### src/rtl/instr_decoder.sv
// Instruction decoder: captures a 64-bit instruction word, dispatches it to the
// load/compute/store engines, waits for that engine's completion and retires it.
module instr_decoder (
  input  logic        clk,
  input  logic        rst_n,
  input  logic        instruction_enable,
  input  logic [63:0] ctr,
  output logic        instr_exe_state,
  output logic        ld_start,
  output logic        ld_is_weight,
  output logic [3:0]  ld_buf_id,
  output logic [23:0] ld_ext_addr,
  output logic [15:0] ld_len,
  output logic        comp_start,
  output logic [3:0]  comp_buf_id,
  output logic [15:0] comp_param,
  output logic        st_start,
  output logic [3:0]  st_buf_id,
  output logic [23:0] st_ext_addr,
  output logic [15:0] st_len,
  input  logic        ld_done,
  input  logic        comp_done,
  input  logic        st_done,
  output logic        busy,
  output logic [15:0] instr_cnt,
  output logic        end_flag,
  output logic        illegal_op,
  output logic        overrun
);

  localparam logic [3:0] OP_NOP  = 4'd0;
  localparam logic [3:0] OP_LD   = 4'd1;
  localparam logic [3:0] OP_LW   = 4'd2;
  localparam logic [3:0] OP_CONV = 4'd3;
  localparam logic [3:0] OP_SAVE = 4'd4;
  localparam logic [3:0] OP_END  = 4'd15;

  typedef enum logic [2:0] {
    S_IDLE,
    S_DECODE,
    S_ISSUE,
    S_WAIT,
    S_RETIRE
  } state_t;

  function automatic logic is_load(input logic [3:0] op);
    return (op == OP_LD) || (op == OP_LW);
  endfunction

  function automatic logic is_engine_op(input logic [3:0] op);
    return is_load(op) || (op == OP_CONV) || (op == OP_SAVE);
  endfunction

  function automatic logic is_legal(input logic [3:0] op);
    return is_engine_op(op) || (op == OP_NOP) || (op == OP_END);
  endfunction

  state_t      state_q, state_d;
  logic [63:0] instr_q, instr_d;
  logic [15:0] cnt_q, cnt_d;
  logic        end_q, end_d;
  logic        illegal_q, illegal_d;
  logic        overrun_q, overrun_d;

  logic        ld_w_q, ld_w_d;
  logic [3:0]  ld_buf_q, ld_buf_d;
  logic [23:0] ld_addr_q, ld_addr_d;
  logic [15:0] ld_len_q, ld_len_d;
  logic [3:0]  comp_buf_q, comp_buf_d;
  logic [15:0] comp_param_q, comp_param_d;
  logic [3:0]  st_buf_q, st_buf_d;
  logic [23:0] st_addr_q, st_addr_d;
  logic [15:0] st_len_q, st_len_d;

  logic [3:0]  f_op;
  logic [3:0]  f_buf;
  logic [23:0] f_addr;
  logic [15:0] f_len;
  logic [15:0] f_param;
  logic        done_sel;

  assign f_op    = instr_q[63:60];
  assign f_buf   = instr_q[59:56];
  assign f_addr  = instr_q[55:32];
  assign f_len   = instr_q[31:16];
  assign f_param = instr_q[15:0];

  // Only the completion of the engine that was actually issued is honoured.
  always_comb begin
    done_sel = 1'b0;
    if (is_load(f_op))          done_sel = ld_done;
    else if (f_op == OP_CONV)   done_sel = comp_done;
    else if (f_op == OP_SAVE)   done_sel = st_done;
  end

  always_comb begin
    state_d      = state_q;
    instr_d      = instr_q;
    cnt_d        = cnt_q;
    end_d        = end_q;
    illegal_d    = illegal_q;
    overrun_d    = overrun_q | (instruction_enable && (state_q != S_IDLE));
    ld_w_d       = ld_w_q;
    ld_buf_d     = ld_buf_q;
    ld_addr_d    = ld_addr_q;
    ld_len_d     = ld_len_q;
    comp_buf_d   = comp_buf_q;
    comp_param_d = comp_param_q;
    st_buf_d     = st_buf_q;
    st_addr_d    = st_addr_q;
    st_len_d     = st_len_q;

    unique case (state_q)
      S_IDLE: begin
        if (instruction_enable) begin
          instr_d = ctr;
          state_d = S_DECODE;
        end
      end
      S_DECODE: begin
        if (is_load(f_op)) begin
          ld_w_d    = (f_op == OP_LW);
          ld_buf_d  = f_buf;
          ld_addr_d = f_addr;
          ld_len_d  = f_len;
        end
        if (f_op == OP_CONV) begin
          comp_buf_d   = f_buf;
          comp_param_d = f_param;
        end
        if (f_op == OP_SAVE) begin
          st_buf_d  = f_buf;
          st_addr_d = f_addr;
          st_len_d  = f_len;
        end
        if (f_op == OP_END)  end_d     = 1'b1;
        if (!is_legal(f_op)) illegal_d = 1'b1;
        state_d = is_engine_op(f_op) ? S_ISSUE : S_RETIRE;
      end
      S_ISSUE: state_d = S_WAIT;
      S_WAIT: begin
        if (done_sel) state_d = S_RETIRE;
      end
      S_RETIRE: begin
        cnt_d   = cnt_q + 16'd1;
        state_d = S_IDLE;
      end
      default: state_d = S_IDLE;
    endcase
  end

  always_ff @(posedge clk or negedge rst_n) begin
    if (!rst_n) begin
      state_q      <= S_IDLE;
      instr_q      <= '0;
      cnt_q        <= '0;
      end_q        <= 1'b0;
      illegal_q    <= 1'b0;
      overrun_q    <= 1'b0;
      ld_w_q       <= 1'b0;
      ld_buf_q     <= '0;
      ld_addr_q    <= '0;
      ld_len_q     <= '0;
      comp_buf_q   <= '0;
      comp_param_q <= '0;
      st_buf_q     <= '0;
      st_addr_q    <= '0;
      st_len_q     <= '0;
    end else begin
      state_q      <= state_d;
      instr_q      <= instr_d;
      cnt_q        <= cnt_d;
      end_q        <= end_d;
      illegal_q    <= illegal_d;
      overrun_q    <= overrun_d;
      ld_w_q       <= ld_w_d;
      ld_buf_q     <= ld_buf_d;
      ld_addr_q    <= ld_addr_d;
      ld_len_q     <= ld_len_d;
      comp_buf_q   <= comp_buf_d;
      comp_param_q <= comp_param_d;
      st_buf_q     <= st_buf_d;
      st_addr_q    <= st_addr_d;
      st_len_q     <= st_len_d;
    end
  end

  // Parameter outputs follow the next-state values so they are already valid
  // during DECODE, and equal the held registers in every other state.
  assign ld_is_weight = ld_w_d;
  assign ld_buf_id    = ld_buf_d;
  assign ld_ext_addr  = ld_addr_d;
  assign ld_len       = ld_len_d;
  assign comp_buf_id  = comp_buf_d;
  assign comp_param   = comp_param_d;
  assign st_buf_id    = st_buf_d;
  assign st_ext_addr  = st_addr_d;
  assign st_len       = st_len_d;

  assign ld_start        = (state_q == S_ISSUE) && is_load(f_op);
  assign comp_start      = (state_q == S_ISSUE) && (f_op == OP_CONV);
  assign st_start        = (state_q == S_ISSUE) && (f_op == OP_SAVE);
  assign instr_exe_state = (state_q == S_RETIRE);
  assign busy            = (state_q != S_IDLE);
  assign instr_cnt       = cnt_q;
  assign end_flag        = end_q;
  assign illegal_op      = illegal_q;
  assign overrun         = overrun_q;

endmodule
### config.mk
export PLATFORM = sky130hd
export DESIGN_NAME = instr_decoder
export DESIGN_NICKNAME = d
export VERILOG_FILES = /design/src/rtl/instr_decoder.sv
export SDC_FILE = /design/constraint.sdc
export NUM_CORES = 1
export LEC_CHECK = 0
export ABC_AREA = 0
export BUFFER_PORTS_ARGS = -buffer_cell sky130_fd_sc_hd__buf_2
export CORE_MARGIN = 2
export CORE_UTILIZATION = 54
export CTS_BUF_LIST = sky130_fd_sc_hd__clkbuf_8
export CTS_CLUSTER_DIAMETER = 60
export CTS_CLUSTER_SIZE = 25
export DETAILED_ROUTE_END_ITERATION = 8
export PLACE_DENSITY = 0.82
export SLEW_MARGIN = 15
export SYNTH_ARGS = -nofsm -noshare
export SYNTH_HDL_FRONTEND = slang
export SYNTH_SLANG_ARGS = --single-unit
### constraint.sdc
create_clock -name clk -period 2.9 [get_ports clk]
set_input_delay 0.725 -clock clk [delete_from_list [all_inputs] [get_ports clk]]
set_output_delay 0.725 -clock clk [all_outputs]
set_load 0.02 [all_outputs]
==> reports/metrics.csv, run 1 <==
metric,value,unit
status,"complete, but fails checks",
failing checks,negative setup slack,
routed length per instance,22.0,um
H-tree levels,4,
"EDFF count, synth",0,
Setup crit end kind,primary output,
GPL Wtd Cong,0.855,
Critical-path top delay cell,or4_4,
HPWL after detailed placement,11000,um
Die W,122,um
fmax,314,MHz
final WL,20500,um
Vias/cell,5.39,
clock share of power,40.1,%
YS warnings,0,
pins over their slew limit,0,
"commonest non-fill, non-tap cells in the layout","195 x dfrtp_1, 114 x mux2_2, 102 x buf_6",
kind of critical path,reg2out,
worst-path cell chain,"nand2b_4, or4_4, nor2_4, buf_12, buf_12, mux2_2, buf_2",
syn nets,545,
Sequential Power Share,57.5,%
Worst VDD drop,0.317,mV
first-pass GRT wire length,29400,um
Max clock buf depth,2,
WP data arrival,2460,ps
# nets final,809,
clk root buf,clkbuf_8,
"slowest stage delay, CP",470,ps
total CTS buffers,17,
Crit Path Max Fanout,11,
num rows,43,
Worst-path clk slew,90,ps
worst clock skew,12.6,ps
CTS tree,built,
asr flop ratio synth,100,%
post-route antenna net violation count,0,
WP data required,2170,ps
Seq cells post-synth,195,
vias in the first global route,5338,
Final Worst Setup Slack,-286,ps
Worst-Skew Late Latency,470,ps
total die area,0.0149,mm^2
Max Cap Viol,0,
Fin Setup TNS,-22610,ps
actual slew at the worst max-slew pin,604,ps
via count,5019,
io pins,203,
DRC Markers,0,
Rel. slew slack,59.8,%
initial antenna violation count,0,
Overflow after GRT,0,
Psw,1020,uW
P_int,3710,uW
Final setup viols,108,
Sw Share,21.6,%
Power Dens Cells,436,mW/mm^2
Synth Instances,474,
diode count,0,
top_reg_cell synth,dfrtp_1,
fin crit share,110,%
Die H,122,um
min Tclk post-route,3190,ps
sequential element share of the synthesized area,64.7,%
CTS hold repair buffers,0,
worst min path class,in2async,
Cell variety after synth,41,
synthesized area per cell,15.9,um^2
largest net degree at the start of global routing,59,
CTS sink count,195,
Area Growth Syn to Fin,43.7,%
core region area,0.0138,mm^2
starting density of the core,54.8,%
combinational share of power,2.4,%
setup repair after global routing missed its margin,true,
fraction of layout cells with a size suffix above 1,65.2,%
WHS,234,ps
GRT Overall Usage,26.8,%
"most common cell after layout, fill and taps aside",dfrtp_1,
first drt pass iteration count,4,
# fillers,761,
startpoint types,register,
CP most frequent cell,buf_12,
Hold Fails Final Rpt,0,
Mapped Area,0.00754,mm^2
number of port buffers,202,
DR iter-0 viols,237,
LEAKAGE,0.00570,uW
[worst max-delay path, delay by kind of cell (launching register included)]
family        cells  cell delay, ps
simple gates      3             740
buf+inv           3             490
mux               1             370
flops             1             390
[metal layers]
metal	vias to the layer above	global-route usage (%)	share of wire, %
met2	189	44.6	51
li1	2198	-	-
met1	2585	33.1	40
met5	-	0	0
met3	47	8.29	6.2
met4	0	9.55	2.6
[power groups by stage]
stage,sequential (uW),combinational (uW),clock (uW)
3_5_place_dp,2770,111,0
6_report,2720,113,1900
4_1_cts,2720,112,1930
5_1_grt,2720,127,2040
3_3_place_gp,2770,108,0
2_1_floorplan,2770,1.64,0
[synthesized netlist by cell type (2+ instances only)]
cell type	number	area, um^2
nand2_1	10	37.5
nand3_1	4	20.0
and3_1	3	18.8
or3_1	2	12.5
a31oi_1	2	12.5
buf_2	10	50.1
dfrtp_1	195	4880
nor3_1	2	10.0
inv_1	3	11.3
buf_4	2	15.0
nand2b_1	3	18.8
mux2_2	174	1960
xnor2_1	11	96.3
buf_6	8	90.1
o21ai_0	2	10.0
a21oi_1	2	10.0
nand4_1	4	25.0
nor2_1	10	37.5
xor2_1	5	43.8
[cell type report]
cell class                 count  area, um^2  area share [%]
sequential                   195        4880            45.0
multi-input combinational    254        2760            25.5
timing repair buffer         266        2510            23.2
clock buffer                  21         289            2.67
tap                          180         225            2.08
clock inverter                11         151            1.40
inverter                       4        15.0           0.139
[through the flow]
stage               setup WS, ps  utilization (%)  instances  instance area (um^2)  total power, uW
finish                      -286             78.7        931                 10800             4730
floorplan                    353                -        474                  7540             2770
CTS                         -335             75.5        918                 10400             4760
global route                -390             78.7        931                 10800             4880
detailed placement           184             63.9        850                  8800             2880
global placement             220             63.9        850                  8800             2880
[what timing repair did]
action | in CTS | in global routing
endpoints found under the hold margin | 0 | 0
pin swaps | 3 | 2
resized for setup | 197 | 87
buffers inserted | 24 | 10
setup endpoints to repair | 108 | 110
gates cloned | 12 | 4
[kinds of logic after synthesis]
| group | count (synthesis) | synth area share (%) |
|---|---|---|
| buf+inv | 25 | 2.31 |
| simple gates | 52 | 4.02 |
| mux | 174 | 26.0 |
| flops | 195 | 64.7 |
| fa+ha+maj | 1 | 0.166 |
| compound gates | 11 | 0.962 |
| xor+xnor | 16 | 1.86 |
[registers in the layout (all words and copies together), names as in the netlist]
name	count
st_buf_q	4
illegal_op	1
comp_buf_q	4
overrun	1
comp_param_q	16
st_addr_q	24
end_flag	1
st_len_q	16
state_q	3
instr_q	64
ld_buf_q	4
instr_cnt	16
ld_addr_q	24
ld_w_q	1
ld_len_q	16
[worst paths after layout]
kind	from	slack, ps	to	cells past startpoint
min	rst_n	230	ld_addr_q[0]$_DFF_PN0_	1
max in group asynchronous	rst_n	1800	st_addr_q[13]$_DFF_PN0_	2
min in group clk	overrun$_DFF_PN0_	470	overrun$_DFF_PN0_	1
max reg2reg	state_q[1]$_DFFE_PN0P_	680	instr_cnt[10]$_DFFE_PN0P_	6
min reg2reg	overrun$_DFF_PN0_	470	overrun$_DFF_PN0_	1
max	instr_q[63]$_DFFE_PN0P_	-290	ld_len[13]	7
Note: power is estimated with default switching activity, not from simulation.
==> inputs of run 2 (changes only) <==
--- a/config.mk
+++ b/config.mk
@@ -7,13 +7,15 @@
 export LEC_CHECK = 0
 export ABC_AREA = 0
 export BUFFER_PORTS_ARGS = -buffer_cell sky130_fd_sc_hd__buf_2
+export CELL_PAD_IN_SITES_DETAIL_PLACEMENT = 2
+export CELL_PAD_IN_SITES_GLOBAL_PLACEMENT = 2
 export CORE_MARGIN = 2
-export CORE_UTILIZATION = 54
+export CORE_UTILIZATION = 37
 export CTS_BUF_LIST = sky130_fd_sc_hd__clkbuf_8
 export CTS_CLUSTER_DIAMETER = 60
 export CTS_CLUSTER_SIZE = 25
 export DETAILED_ROUTE_END_ITERATION = 8
-export PLACE_DENSITY = 0.82
+export PLACE_DENSITY_LB_ADDON = 0.25
 export SLEW_MARGIN = 15
 export SYNTH_ARGS = -nofsm -noshare
 export SYNTH_HDL_FRONTEND = slang
==> reports/metrics.csv, run 2 (synthesis gave the netlist of run 1 again) <==
metric,value,unit,change
status,"complete, but fails checks",,
failing checks,negative setup slack,,
DR iter-0 viols,144,,-39%
Final Worst Setup Slack,-294,ps,-8.11 ps
"slowest stage delay, CP",470,ps,about the same
fraction of layout cells with a size suffix above 1,64.5,%,-0.75 points
Critical-path top delay cell,or4_4,,
largest net degree at the start of global routing,77,,+31%
post-route antenna net violation count,0,,unchanged
Power Dens Cells,427,mW/mm^2,-2.1%
initial antenna violation count,1,,+1
routed length per instance,23.0,um,+4.5%
Die W,147,um,+20%
Area Growth Syn to Fin,42.8,%,
fmax,313,MHz,-0.25%
Fin Setup TNS,-22510,ps,+104 ps
worst-path cell chain,"nand2b_4, or4_4, nor2_4, buf_4, buf_12, mux2_2, buf_2",,
max reg flops,64,,unchanged
clk root buf,clkbuf_8,,
Crit Path Max Fanout,9,,-2
"commonest non-fill, non-tap cells in the layout","195 x dfrtp_1, 114 x buf_2, 101 x mux2_2",,
HPWL after detailed placement,13700,um,+25%
pins over their slew limit,0,,unchanged
DRC Markers,0,,unchanged
WP data arrival,2470,ps,about the same
setup repair after global routing missed its margin,true,,
# nets final,811,,+0.25%
CTS sink count,195,,unchanged
total CTS buffers,17,,unchanged
Vias/cell,4.88,,-9.4%
Worst-path clk slew,90,ps,about the same
CTS hold repair buffers,0,,unchanged
min Tclk post-route,3190,ps,+8.11 ps
LEAKAGE,0.00572,uW,+0.32%
io pins,203,,unchanged
total power draw,4600,uW,-2.7%
num rows,52,,+21%
Worst-Skew Late Latency,470,ps,about the same
Final setup viols,108,,unchanged
kind of critical path,reg2out,,
Max Cap Viol,0,,unchanged
Overflow after GRT,0,,unchanged
actual slew at the worst max-slew pin,678,ps,+74.9 ps
first drt pass iteration count,4,,unchanged
core region area,0.0201,mm^2,+46%
Hold Fails Final Rpt,0,,unchanged
final core area utilization,53.6,%,-25 points
startpoint types,register,,
first-pass GRT wire length,33400,um,+13%
Rel. slew slack,54.8,%,-5.0 points
H-tree levels,4,,unchanged
Crit path buffers/inverters,3,,unchanged
"CP delay by family, top",simple AND/OR/NAND/NOR gates,,
Setup crit end kind,primary output,,
diode count,0,,unchanged
"most common cell after layout, fill and taps aside",dfrtp_1,,
WP data required,2170,ps,about the same
vias in the first global route,5688,,+6.6%
final WL,23500,um,+15%
worst min path class,in2async,,
fin crit share,110,%,+0.28 points
GPL Wtd Cong,0.744,,-13%
starting density of the core,37.5,%,-17 points
total die area,0.0215,mm^2,+44%
number of port buffers,202,,unchanged
CTS tree,built,,
Die H,147,um,+20%
via count,4991,,-0.56%
Top Registers,"instr_q (64), ld_addr_q (24), st_addr_q (24)",,
Max clock buf depth,2,,unchanged
worst clock skew,13.0,ps,+0.467 ps
WHS,258,ps,+24.1 ps
Worst VDD drop,0.240,mV,-24%
Biggest register,instr_q,,
GRT Overall Usage,20.2,%,-6.5 points
## run 2: cell count changes in the layout (fill, tap and decap cells not counted), sizes merged
cell | before | now
inv | 4 | 8
bufinv | 3 | 2
clkbuf | 24 | 25
buf | 263 | 261
clkinvlp | 1 | 2
clkinv | 7 | 5
## run 2: timing repair
| action | 4_1_cts | 5_1_grt |
|---|---|---|
| hold endpoints to repair | 0 | 0 |
| pin swaps | 1 | 3 |
| resized for setup | 93 | 187 |
| buffers inserted | 8 | 31 |
| setup endpoints to repair | 108 | 109 |
| gates cloned | 6 | 7 |
## run 2: worst register-to-register path: cells and delay by family (launching register included)
kind	cells	cell delay (ps)
XOR/XNOR	1	170
buffers and inverters	2	230
flip-flops	1	390
AND/OR/NAND/NOR	3	1220
## run 2: power breakdown
| group | leakage [uW] | switching, uW | total [uW] | internal [uW] |
|---|---|---|---|---|
| sequential | 0.00271 | 0.0000000000000312 | 2720 | 2720 |
| combinational | 0.00281 | 72.3 | 117 | 44.6 |
| clock | 0.000199 | 981 | 1770 | 785 |
## run 2: final timing paths
| path | start | to | cells after the start | slack [ps] |
|---|---|---|---|---|
| setup / recovery | instr_q[63]$_DFFE_PN0P_ | ld_ext_addr[15] | 7 | -290 |
| hold / removal | rst_n | ld_len_q[12]$_DFF_PN0_ | 1 | 260 |
| setup reg to reg | state_q[2]$_DFFE_PN0P_ | instr_cnt[12]$_DFFE_PN0P_ | 6 | 770 |
| hold reg to reg | overrun$_DFF_PN0_ | overrun$_DFF_PN0_ | 1 | 460 |
| max in group asynchronous | rst_n | ld_len_q[3]$_DFF_PN0_ | 2 | 1870 |
| min in group clk | overrun$_DFF_PN0_ | overrun$_DFF_PN0_ | 1 | 460 |
## run 2: metal layers
metal	share of wire [%]	up-vias	global-route usage [%]
met4	0.79	2	3.93
met2	55	121	37.2
met5	0.047	-	0
met1	39	2649	24.1
li1	-	2199	-
met3	4.4	20	5.19
## run 2: layout make-up
| class | instances | area, um^2 |
|---|---|---|
| clock buffers | 18 | 248 |
| clock inverters | 13 | 135 |
| fillers | 1859 | 9330 |
| inverters | 4 | 15.0 |
| multi-input cells | 254 | 2800 |
| flip-flops and latches | 195 | 4880 |
| well taps | 270 | 338 |
| repair buffers | 268 | 2360 |
## run 2: per-stage QoR
stage               setup WS, ps  instances  area, um^2
finish                      -294       1022       10800
global route                -372       1022       10800
detailed placement           108        942        8950
global placement             220        942        8950
CTS                         -331        987        9870
floorplan                    353        474        7540
